===== src/rtl/aes_cmd_pkg.sv =====
// Shared definitions for the AES command sequencer: frame geometry,
// command/response byte codes, FSM state encoding and a frame builder.
package aes_cmd_pkg;

  localparam int unsigned FRAME_BYTES = 18;
  localparam int unsigned DBITS       = 8;
  localparam int unsigned FRAME_W     = FRAME_BYTES * DBITS;
  localparam int unsigned PAYLOAD_W   = (FRAME_BYTES - 2) * DBITS;

  localparam logic [DBITS-1:0] CMD_TEST = "A";
  localparam logic [DBITS-1:0] CMD_READ = "B";
  localparam logic [DBITS-1:0] CMD_KEY  = "C";
  localparam logic [DBITS-1:0] CMD_TEXT = "D";
  localparam logic [DBITS-1:0] CMD_ENC  = "E";
  localparam logic [DBITS-1:0] RSP_NAK  = "N";
  localparam logic [DBITS-1:0] RSP_TMO  = "T";

  typedef enum logic [2:0] {
    ST_IDLE,
    ST_DECODE,
    ST_LOAD,
    ST_WAIT_DONE,
    ST_SEND
  } state_e;

  // Response frames carry the same tag byte at both ends.
  function automatic logic [FRAME_W-1:0] build_frame(input logic [DBITS-1:0]     tag,
                                                     input logic [PAYLOAD_W-1:0] body);
    return {tag, body, tag};
  endfunction

endpackage


===== src/rtl/aes_cmd_sequencer_watchdog.sv =====
// cmd_watchdog: timeout counter for the sequencer's wait on the cipher core.
//   clk, reset  : system clock, async active-high reset
//   clear_i     : reload the counter to a full timeout window
//   enable_i    : consume one cycle of the window
//   expired_o   : window exhausted (last allowed cycle reached)
// Counts down from TIMEOUT_CYCLES-1 so expiry is a compare against zero;
// the counter parks at zero rather than wrapping.
module cmd_watchdog #(
  parameter int unsigned TIMEOUT_CYCLES = 64
) (
  input  logic clk,
  input  logic reset,
  input  logic clear_i,
  input  logic enable_i,
  output logic expired_o
);

  localparam int unsigned CW = (TIMEOUT_CYCLES > 1) ? $clog2(TIMEOUT_CYCLES) : 1;
  localparam logic [CW-1:0] LAST = CW'(TIMEOUT_CYCLES - 1);

  logic [CW-1:0] cnt_q, cnt_d;

  always_comb begin
    cnt_d = cnt_q;
    if (clear_i) begin
      cnt_d = LAST;
    end else if (enable_i && (cnt_q != '0)) begin
      cnt_d = cnt_q - CW'(1);
    end
  end

  always_ff @(posedge clk or posedge reset) begin
    if (reset) cnt_q <= LAST;
    else       cnt_q <= cnt_d;
  end

  assign expired_o = (cnt_q == '0);

endmodule


===== src/rtl/aes_cmd_sequencer.sv =====
// aes_cmd_sequencer: decodes 18-byte UART command frames, drives the AES core
// key/text registers and start strobe, and builds 18-byte response frames.
//   clk, reset              : system clock, async active-high reset
//   frame_in / frame_valid  : received frame and its one-cycle strobe
//   tx_ready                : transmitter can accept a frame
//   aes_done / aes_text_out : core completion strobe and result
//   aes_key / aes_text_in   : key and plaintext registers to the core
//   aes_ld                  : one-cycle core start strobe
//   tx_frame / tx_send      : response frame and its transmit trigger
//   busy                    : FSM not idle
//   err_count               : saturating count of dropped/rejected frames and timeouts
//
// state        | meaning
// ST_IDLE      | waiting for a frame
// ST_DECODE    | check framing and dispatch latched command
// ST_LOAD      | pulse aes_ld, arm watchdog
// ST_WAIT_DONE | wait for aes_done or watchdog expiry
// ST_SEND      | hold response until tx_ready, then pulse tx_send
module aes_cmd_sequencer
  import aes_cmd_pkg::*;
#(
  parameter int unsigned TIMEOUT_CYCLES = 64
) (
  input  logic                 clk,
  input  logic                 reset,
  input  logic [FRAME_W-1:0]   frame_in,
  input  logic                 frame_valid,
  input  logic                 tx_ready,
  input  logic                 aes_done,
  input  logic [PAYLOAD_W-1:0] aes_text_out,
  output logic [PAYLOAD_W-1:0] aes_key,
  output logic [PAYLOAD_W-1:0] aes_text_in,
  output logic                 aes_ld,
  output logic [FRAME_W-1:0]   tx_frame,
  output logic                 tx_send,
  output logic                 busy,
  output logic [7:0]           err_count
);

  state_e                 state_q, state_d;
  logic [FRAME_W-1:0]     frame_q, frame_d;
  logic [PAYLOAD_W-1:0]   key_q, key_d;
  logic [PAYLOAD_W-1:0]   text_q, text_d;
  logic [PAYLOAD_W-1:0]   result_q, result_d;
  logic [FRAME_W-1:0]     tx_frame_q, tx_frame_d;
  logic [7:0]             err_q, err_d;
  logic [1:0]             err_inc;
  logic [8:0]             err_sum;
  logic                   wd_clear, wd_en, wd_expired;

  logic [DBITS-1:0]       cmd_byte, trl_byte;
  logic [PAYLOAD_W-1:0]   payload;

  assign cmd_byte = frame_q[FRAME_W-1 -: DBITS];
  assign trl_byte = frame_q[DBITS-1:0];
  assign payload  = frame_q[FRAME_W-DBITS-1:DBITS];

  cmd_watchdog #(.TIMEOUT_CYCLES(TIMEOUT_CYCLES)) u_watchdog (
    .clk       (clk),
    .reset     (reset),
    .clear_i   (wd_clear),
    .enable_i  (wd_en),
    .expired_o (wd_expired)
  );

  always_comb begin
    state_d    = state_q;
    frame_d    = frame_q;
    key_d      = key_q;
    text_d     = text_q;
    result_d   = result_q;
    tx_frame_d = tx_frame_q;
    err_inc    = 2'd0;
    wd_clear   = 1'b0;
    wd_en      = 1'b0;

    // A frame can be dropped in the same cycle as a decode error or timeout,
    // so up to two error events are summed per cycle.
    if (frame_valid && (state_q != ST_IDLE)) err_inc = 2'd1;

    unique case (state_q)
      ST_IDLE: begin
        if (frame_valid) begin
          frame_d = frame_in;
          state_d = ST_DECODE;
        end
      end
      ST_DECODE: begin
        if (cmd_byte != trl_byte) begin
          err_inc = err_inc + 2'd1;
          state_d = ST_IDLE;
        end else begin
          unique case (cmd_byte)
            CMD_KEY: begin
              key_d   = payload;
              state_d = ST_IDLE;
            end
            CMD_TEXT: begin
              text_d  = payload;
              state_d = ST_IDLE;
            end
            CMD_ENC: state_d = ST_LOAD;
            CMD_TEST: begin
              tx_frame_d = build_frame(CMD_TEST, payload);
              state_d    = ST_SEND;
            end
            CMD_READ: begin
              tx_frame_d = build_frame(CMD_READ, result_q);
              state_d    = ST_SEND;
            end
            default: begin
              tx_frame_d = build_frame(RSP_NAK, payload);
              state_d    = ST_SEND;
            end
          endcase
        end
      end
      ST_LOAD: begin
        wd_clear = 1'b1;
        state_d  = ST_WAIT_DONE;
      end
      ST_WAIT_DONE: begin
        wd_en = 1'b1;
        if (aes_done) begin
          result_d   = aes_text_out;
          tx_frame_d = build_frame(CMD_ENC, aes_text_out);
          state_d    = ST_SEND;
        end else if (wd_expired) begin
          tx_frame_d = build_frame(RSP_TMO, '0);
          err_inc    = err_inc + 2'd1;
          state_d    = ST_SEND;
        end
      end
      ST_SEND: begin
        if (tx_ready) state_d = ST_IDLE;
      end
      default: state_d = ST_IDLE;
    endcase

    err_sum = {1'b0, err_q} + {7'b0, err_inc};
    err_d   = err_sum[8] ? 8'hFF : err_sum[7:0];
  end

  always_ff @(posedge clk or posedge reset) begin
    if (reset) begin
      state_q    <= ST_IDLE;
      frame_q    <= '0;
      key_q      <= '0;
      text_q     <= '0;
      result_q   <= '0;
      tx_frame_q <= '0;
      err_q      <= '0;
    end else begin
      state_q    <= state_d;
      frame_q    <= frame_d;
      key_q      <= key_d;
      text_q     <= text_d;
      result_q   <= result_d;
      tx_frame_q <= tx_frame_d;
      err_q      <= err_d;
    end
  end

  // Strobes decode straight from the state register so reset kills them at once.
  assign aes_ld      = (state_q == ST_LOAD);
  assign tx_send     = (state_q == ST_SEND) && tx_ready;
  assign busy        = (state_q != ST_IDLE);
  assign aes_key     = key_q;
  assign aes_text_in = text_q;
  assign tx_frame    = tx_frame_q;
  assign err_count   = err_q;

endmodule

===== config.mk =====
export PLATFORM = sky130hd
export DESIGN_NAME = aes_cmd_sequencer
export DESIGN_NICKNAME = d
export VERILOG_FILES = /design/src/rtl/aes_cmd_pkg.sv /design/src/rtl/aes_cmd_sequencer_watchdog.sv /design/src/rtl/aes_cmd_sequencer.sv
export SDC_FILE = /design/constraint.sdc
export NUM_CORES = 1
export LEC_CHECK = 0
export BUFFER_PORTS_ARGS = -buffer_cell sky130_fd_sc_hd__buf_4
export CORE_AREA = 4 4 269 271
export DETAILED_ROUTE_END_ITERATION = 8
export DIE_AREA = 0 0 273 275
export PLACE_DENSITY = 0.69
export SYNTH_ARGS = -nofsm -noshare
export SYNTH_HDL_FRONTEND = slang
export SYNTH_SLANG_ARGS = --single-unit

===== constraint.sdc =====
create_clock -name clk -period 69.4 [get_ports clk]
set_clock_uncertainty 0.05 [all_clocks]
set_input_delay 13.88 -clock clk [delete_from_list [all_inputs] [get_ports clk]]
set_output_delay 13.88 -clock clk [all_outputs]
set_load 0.02 [all_outputs]

==> flow_summary.yaml, run 1 <==
pwr:
  p_per_area_nw_per_um2: 27.0
  p_leak_nw: 18.9
  p_sw_mw: 0.255
  internal_power_mw: 0.734
  swShare_pct: 25.7
  pwr-share-seq_pct: 45.9
  p_total_mw: 0.989
  clkPwrFrac_pct: 41.2
  combPwrFrac_pct: 12.9
  peakVddDrop_uv: 22.1
timing:
  slew_headroom_pct: 15.4
  hold_viol: 0
  fin_worst_hold_slack_ns: 0.420
  fin_crit_ns: 28.23
  setup_tns_ns: 0
  rsz0062_at_grt: "no"
  worst_slew_pin_slew_ns: 1.27
  setup_viol: 0
  min_period_over_period_pct: 40.7
  fmax_mhz: 35.4
  drv_slew: 0
layout:
  drive_gt1_share_pct: 46.4
  syn_to_final_growth_pct: 29.7
  stdcell_area_sq_um: 36700
  nFillCells: 5886
  layout.cells.non_filler: 3763
  fin_nets: 3051
detailed_routing:
  drcViolationCount: 0
  wirelength_um: 85000
  viasPerCell: 5.09
  wl_per_cell_um: 22.6
  vias: 19169
  firstDrtPassIters: 5
  drtIter0Drc: 1111
  ant_nets: 0
run:
  cap_violations: 0
floorplan:
  die-area_sq_um: 75100
  dieWidth_um: 273
  rows: 97
  io_pins: 688
  dieHeight_um: 275
  core_sq_um: 69800
  start_util_pct: 40.6
setup_path:
  startpoint_type: "input pin"
  worst-path-max-fanout: 2
  r2r-start: "frame_q[139]"
  cp-end-kind: "primary output"
  crit_top_cell: "buf_4"
  cpPeakStageDelay_ns: 0.15
  cp_slowest_cell: "and3_1"
  reg2reg_to: "aes_key[28]"
  crit_chain: "buf_4 > and3_1 > buf_4"
  worstPathRequired_ns: 55.47
  arrival_ns: 14.30
  path_class: "input pin to primary output"
  r2r_cells: 5
  reg2reg_slack_ns: 65.65
synth:
  ys_top_cells_by_count: "673 x dfrtp_1, 406 x nand2_1, 349 x mux2_2"
  synth_compound_area_share_pct: 2.79
  synthCells: 2111
  synthMuxAreaShare_pct: 27.2
  ys_ff_latch: 679
  yosys.area.top_type: "dfrtp_1"
  syn_area_sq_um: 28300
  synth.area.top_cells: "dfrtp_1 60%, mux2_2 14%, mux2_4 6.4%, nand2_1 5.4%, mux2i_1 4.6%"
  yosysWarnings: 0
  synth_edf_count: 0
  synth-xor-area-share_pct: 0.526
  yosysMostFrequentCell: "dfrtp_1"
  synth_top_family_by_area: "multiplexers"
  synth-adder-area-share_pct: 0.336
  synthSimpleGateAreaFrac_pct: 6.42
  synth_flop_cell: "dfrtp_1"
  syn_avg_cell_area_sq_um: 13.4
  yosysSeqAreaShare_pct: 60.1
  async_flop_share_pct: 100
  synth_cell_types: 46
  synth_top_cell_area_share_pct: 59.5
clocking:
  cts_max_path_buffers: 3
  cts.clk_slew.worst_paths_ns: 0.05
  cts_tree: "yes"
  postCtsHoldBufs: 0
  ctsResizeCount: 0
  cts_root_buffer: "clkbuf_16"
  cts_inserted_buffers: 74
  clk_latency_ns: 0.59
  htree_num_levels: 3
  clock-sinks: 679
  post-cts-setup-buffers: 0
place:
  place_congestion: 0.858
  dp_hpwl_um: 58300
  numPortBuffers: 683
  place_inst: 3631
  dpl_cell_area_sq_um: 34200
status:
  outcome: "finished clean"
worst_hold_path:
  hp-class: "register to register"
  holdPathEnd: "result_q[14]"
  worstHoldStart: "result_q[14]"
  hold_path_depth: 2
global_routing:
  antenna_found_initial: 4
  grt_pass1_wl_um: 127000
  grt_pass1_vias: 20313
  grt_max_degree: 146
  grt_usage_pct: 21.9
  overflow: 0
-- final cells by class --
type / instances / area [sq um] / share of cell area [%]
multi-input combinational: 1294 / 10600 / 28.9
clock inverter: 28 / 428 / 1.17
antenna: 4 / 10.0 / 0.0273
tap: 940 / 1180 / 3.20
sequential: 679 / 17000 / 46.3
clock buffer: 100 / 2100 / 5.73
inverter: 12 / 52.6 / 0.143
timing repair buffer: 706 / 5310 / 14.5
-- placed cells by master (no fill, tap or decap), drive strengths merged, types with 2 or more instances in the layout --
cell type / synthesis / layout
nand3: 5 / 5
ha: 6 / 6
nand2b: 5 / 5
nand3b: 3 / 3
o21a: 2 / 2
and2: 2 / 2
diode: 0 / 4
o21ai: 134 / 134
xor2: 12 / 12
or3: 2 / 2
bufinv: 0 / 9
a21oi: 6 / 6
inv: 12 / 13
o22ai: 2 / 2
nor4: 7 / 7
nand4: 2 / 2
nor2: 15 / 15
mux2: 530 / 530
buf: 76 / 706
nand2: 406 / 406
clkbuf: 53 / 100
and3: 2 / 2
mux2i: 129 / 129
conb: 1 / 4
clkinv: 0 / 17
dfstp: 6 / 6
nor3: 2 / 2
dfrtp: 673 / 673
xnor2: 5 / 5
-- power groups by stage --
| stage | Sequential, mW | Combinational [mW] | Clock [mW] |
|---|---|---|---|
| CTS | 0.455 | 0.129 | 0.416 |
| global placement | 0.459 | 0.126 | 0 |
| global route | 0.458 | 0.137 | 0.434 |
| finish | 0.454 | 0.128 | 0.407 |
| floorplan | 0.470 | 0.0537 | 0 |
| detailed placement | 0.461 | 0.129 | 0 |
-- metal layers --
layer  track usage [%]  wire length (um)
met1              26.4             33300
met2              37.5             42400
met3              6.07              6030
met4              8.82              3300
met5                 0                 0
-- per-stage QoR --
step,setup WS [ns],utilization (%)
after global routing,41.16,52.6
after CTS,41.17,52.6
after floorplan,36.45,-
after detailed placement,41.17,49.0
final,41.17,52.6
after global placement,41.16,49.0
-- flip-flops by register name, indices dropped and copies added (netlist names) --
signal / count
frame_q: 144
tx_frame: 134
aes_key: 128
aes_text_in: 128
result_q: 128
err_count: 8
u_watchdog.cnt_q: 6
state_q: 3
-- critical path: cells and delay by family --
kind | cells | cell delay, ns
buf+inv | 2 | 0.26
simple gates | 1 | 0.15
-- cells by family after synthesis --
| family | Yosys count |
|---|---|
| AOI/OAI and AO/OA | 151 |
| DFF | 679 |
| and+or+nand+nor | 456 |
| muxes | 659 |
| adders and majority gates | 7 |
| other | 1 |
| xor gates and xnor gates | 17 |
| buffers and inverters | 141 |
-- worst max-delay path by stage --
stage	startpoint	endpoint	slack [ns]	depth (start not counted)
floorplan	reset	aes_key[0]	36.45	1
global placement	tx_ready	tx_send	41.16	3
detailed placement	tx_ready	tx_send	41.17	3
CTS	tx_ready	tx_send	41.17	3
global route	tx_ready	tx_send	41.16	3
finish	tx_ready	tx_send	41.17	3
Power figures use the tool's default switching activity.
==> run 2, diff against run 1 <==
Settings changed: ABC_AREA set to 1, CORE_AREA 4 4 269 271 to 4 4 262 264, DIE_AREA 0 0 273 275 to 0 0 266 268, PLACE_DENSITY 0.69 to 0.72.
Clock period 69.4 ns to 28.9 ns, I/O delays scaled along.
==> flow_summary.yaml, run 2 <==
layout:
  stdcell_area_sq_um: 36200
  final_util_pct: 54.4
  largest_reg_flops: 144
  regMostFlops: "frame_q"
  mostFrequentLayoutCells: "1228 x nand2_1, 707 x buf_4, 673 x dfrtp_1, 392 x o21ai_0, 290 x nor2_1"
  syn_to_final_growth_pct: 29.2
  drive_gt1_share_pct: 21.7
  layout_commonest_cell: "nand2_1"
  fin_nets: 4163
global_routing:
  grt_pass1_vias: 23321
  antenna_found_initial: 10
  overflow: 0
  grt_pass1_wl_um: 138000
  grt_max_degree: 169
  grt_usage_pct: 24.6
floorplan:
  dieHeight_um: 268
  rows: 95
  dieWidth_um: 266
  core_sq_um: 66600
  die-area_sq_um: 71300
  start_util_pct: 42.1
  io_pins: 688
clocking:
  postCtsHoldBufs: 0
  clk_latency_ns: 0.60
  cts.clk_slew.worst_paths_ns: 0.05
  htree_num_levels: 3
  cts_tree: "yes"
  cts_inserted_buffers: 73
  cts_max_path_buffers: 3
  cts_root_buffer: "clkbuf_16"
  ctsResizeCount: 0
  post-cts-setup-buffers: 0
  clock-sinks: 679
timing:
  setup_viol: 0
  drv_slew: 0
  timing.final.ws_setup_ns: 16.79
  fin_crit_ns: 12.11
  fmax_mhz: 82.5
  min_period_over_period_pct: 41.9
  rsz0062_at_grt: "no"
  setup_tns_ns: 0
  slew_headroom_pct: 18.2
  worst_slew_pin_slew_ns: 1.23
  hold_viol: 0
synth:
  yosysSeqAreaShare_pct: 60.7
  ys_top_cells_by_count: "1230 x nand2_1, 673 x dfrtp_1, 392 x o21ai_0"
  async_flop_share_pct: 100
  syn_avg_cell_area_sq_um: 8.49
  yosysWarnings: 0
  yosys.area.top_type: "dfrtp_1"
  synth_cell_types: 32
  synth_flop_cell: "dfrtp_1"
  ys_ff_latch: 679
  yosysMostFrequentCell: "nand2_1"
  synth_top_cell_area_share_pct: 60.1
  synthCells: 3300
  syn_area_sq_um: 28000
  synth_edf_count: 0
  synth.area.top_cells: "dfrtp_1 60%, nand2_1 16%, o21ai_0 7.0%, nor2_1 3.9%, a21oi_1 2.6%"
pwr:
  p_per_area_nw_per_um2: 91.6
  peakVddDrop_uv: 62.1
  p_leak_nw: 20.0
  p_total_mw: 3.32
setup_path:
  r2r-start: "state_q[1]"
  crit_end: "tx_send"
  worstPathRequired_ns: 23.07
  cp-end-kind: "primary output"
  reg2reg_to: "err_count[5]"
  path_class: "input pin to primary output"
  worst-path-max-fanout: 2
  startpoint_type: "input pin"
  crit_start: "tx_ready"
  arrival_ns: 6.28
  r2r_cells: 14
  reg2reg_slack_ns: 25.07
worst_hold_path:
  hp-class: "register to register"
detailed_routing:
  wirelength_um: 91700
  drtIter0Drc: 2119
  firstDrtPassIters: 6
  ant_nets: 0
  vias: 24520
  viasPerCell: 5.09
  drcViolationCount: 0
  wl_per_cell_um: 19.0
place:
  dpl_cell_area_sq_um: 33600
  preCtsSetupSlack_ns: 16.79
  numPortBuffers: 683
  dp_hpwl_um: 61400
  place_congestion: 0.844
run:
  cap_violations: 0
status:
  outcome: "finished clean"
[run 2: changes by cell type in the layout (fill, tap and decap cells not counted), moves of 129 or more]
cell / before / now
nand2_1: 405 / 1228
mux2_2: 349 / 0
nor2_1: 14 / 290
o21ai_0: 134 / 392
inv_1: 11 / 164
a21oi_1: 6 / 148
nand3_1: 4 / 146
mux2i_1: 129 / 0
[run 2: worst min path at each step]
stage,start,end,slack [ns],cells after the start
2_1_floorplan,result_q[0],result_q[0],0.40,2
3_3_place_gp,tx_frame[43],tx_frame[43],0.41,2
3_5_place_dp,tx_frame[123],tx_frame[123],0.41,2
4_1_cts,tx_frame[123],tx_frame[123],0.42,2
5_1_grt,tx_frame[59],tx_frame[59],0.44,2
6_report,tx_frame[62],tx_frame[62],0.42,2
[run 2: critical path: stages]
cell,delay (ns)
buf_4,0.07
inv_1,0.04
nor4_1,0.19
buf_4,0.20
[run 2: kinds of logic after synthesis]
kind of cell / after synthesis / share of synthesized area [%]
fa+ha+maj: 7 / 0.339
other cells: 1 / 0.0134
buf+inv: 381 / 5.71
compound gates: 545 / 9.81
simple gates: 1684 / 23.4
flops: 679 / 60.7
xor+xnor: 3 / 0.0938
[run 2: stage by stage]
step / hold slack, ns / instances
global placement: 0.405 / 4677
detailed placement: 0.410 / 4677
global route: 0.440 / 4817
floorplan: 0.400 / 3303
finish: 0.420 / 4818
CTS: 0.425 / 4812
[run 2: area by class of cell]
cell class | count | area [sq um]
Clock buffer | 109 | 2180
Sequential cell | 679 | 17000
Fill cell | 6005 | 30300
Multi-Input combinational cell | 2243 | 9490
Clock inverter | 26 | 422
Antenna cell | 6 | 15.0
Timing Repair Buffer | 710 | 5370
Inverter | 172 | 658
Tap cell | 873 | 1090
[run 2: power by group]
| part | switching [mW] | leakage (nW) | internal [mW] |
|---|---|---|---|
| sequential | 0.120 | 8.65 | 1.19 |
| clock | 0.397 | 1.27 | 0.607 |
| combinational | 0.670 | 10.0 | 0.334 |
| total | 1.19 | 20.0 | 2.13 |
[run 2: layer usage]
layer | up-vias | global-route usage [%] | wire length, um
met5 | - | 0 | 46
met4 | 6 | 8.12 | 2720
met3 | 145 | 7.31 | 8940
met2 | 942 | 40.2 | 43800
met1 | 11862 | 31.7 | 36200
li1 | 11565 | - | -
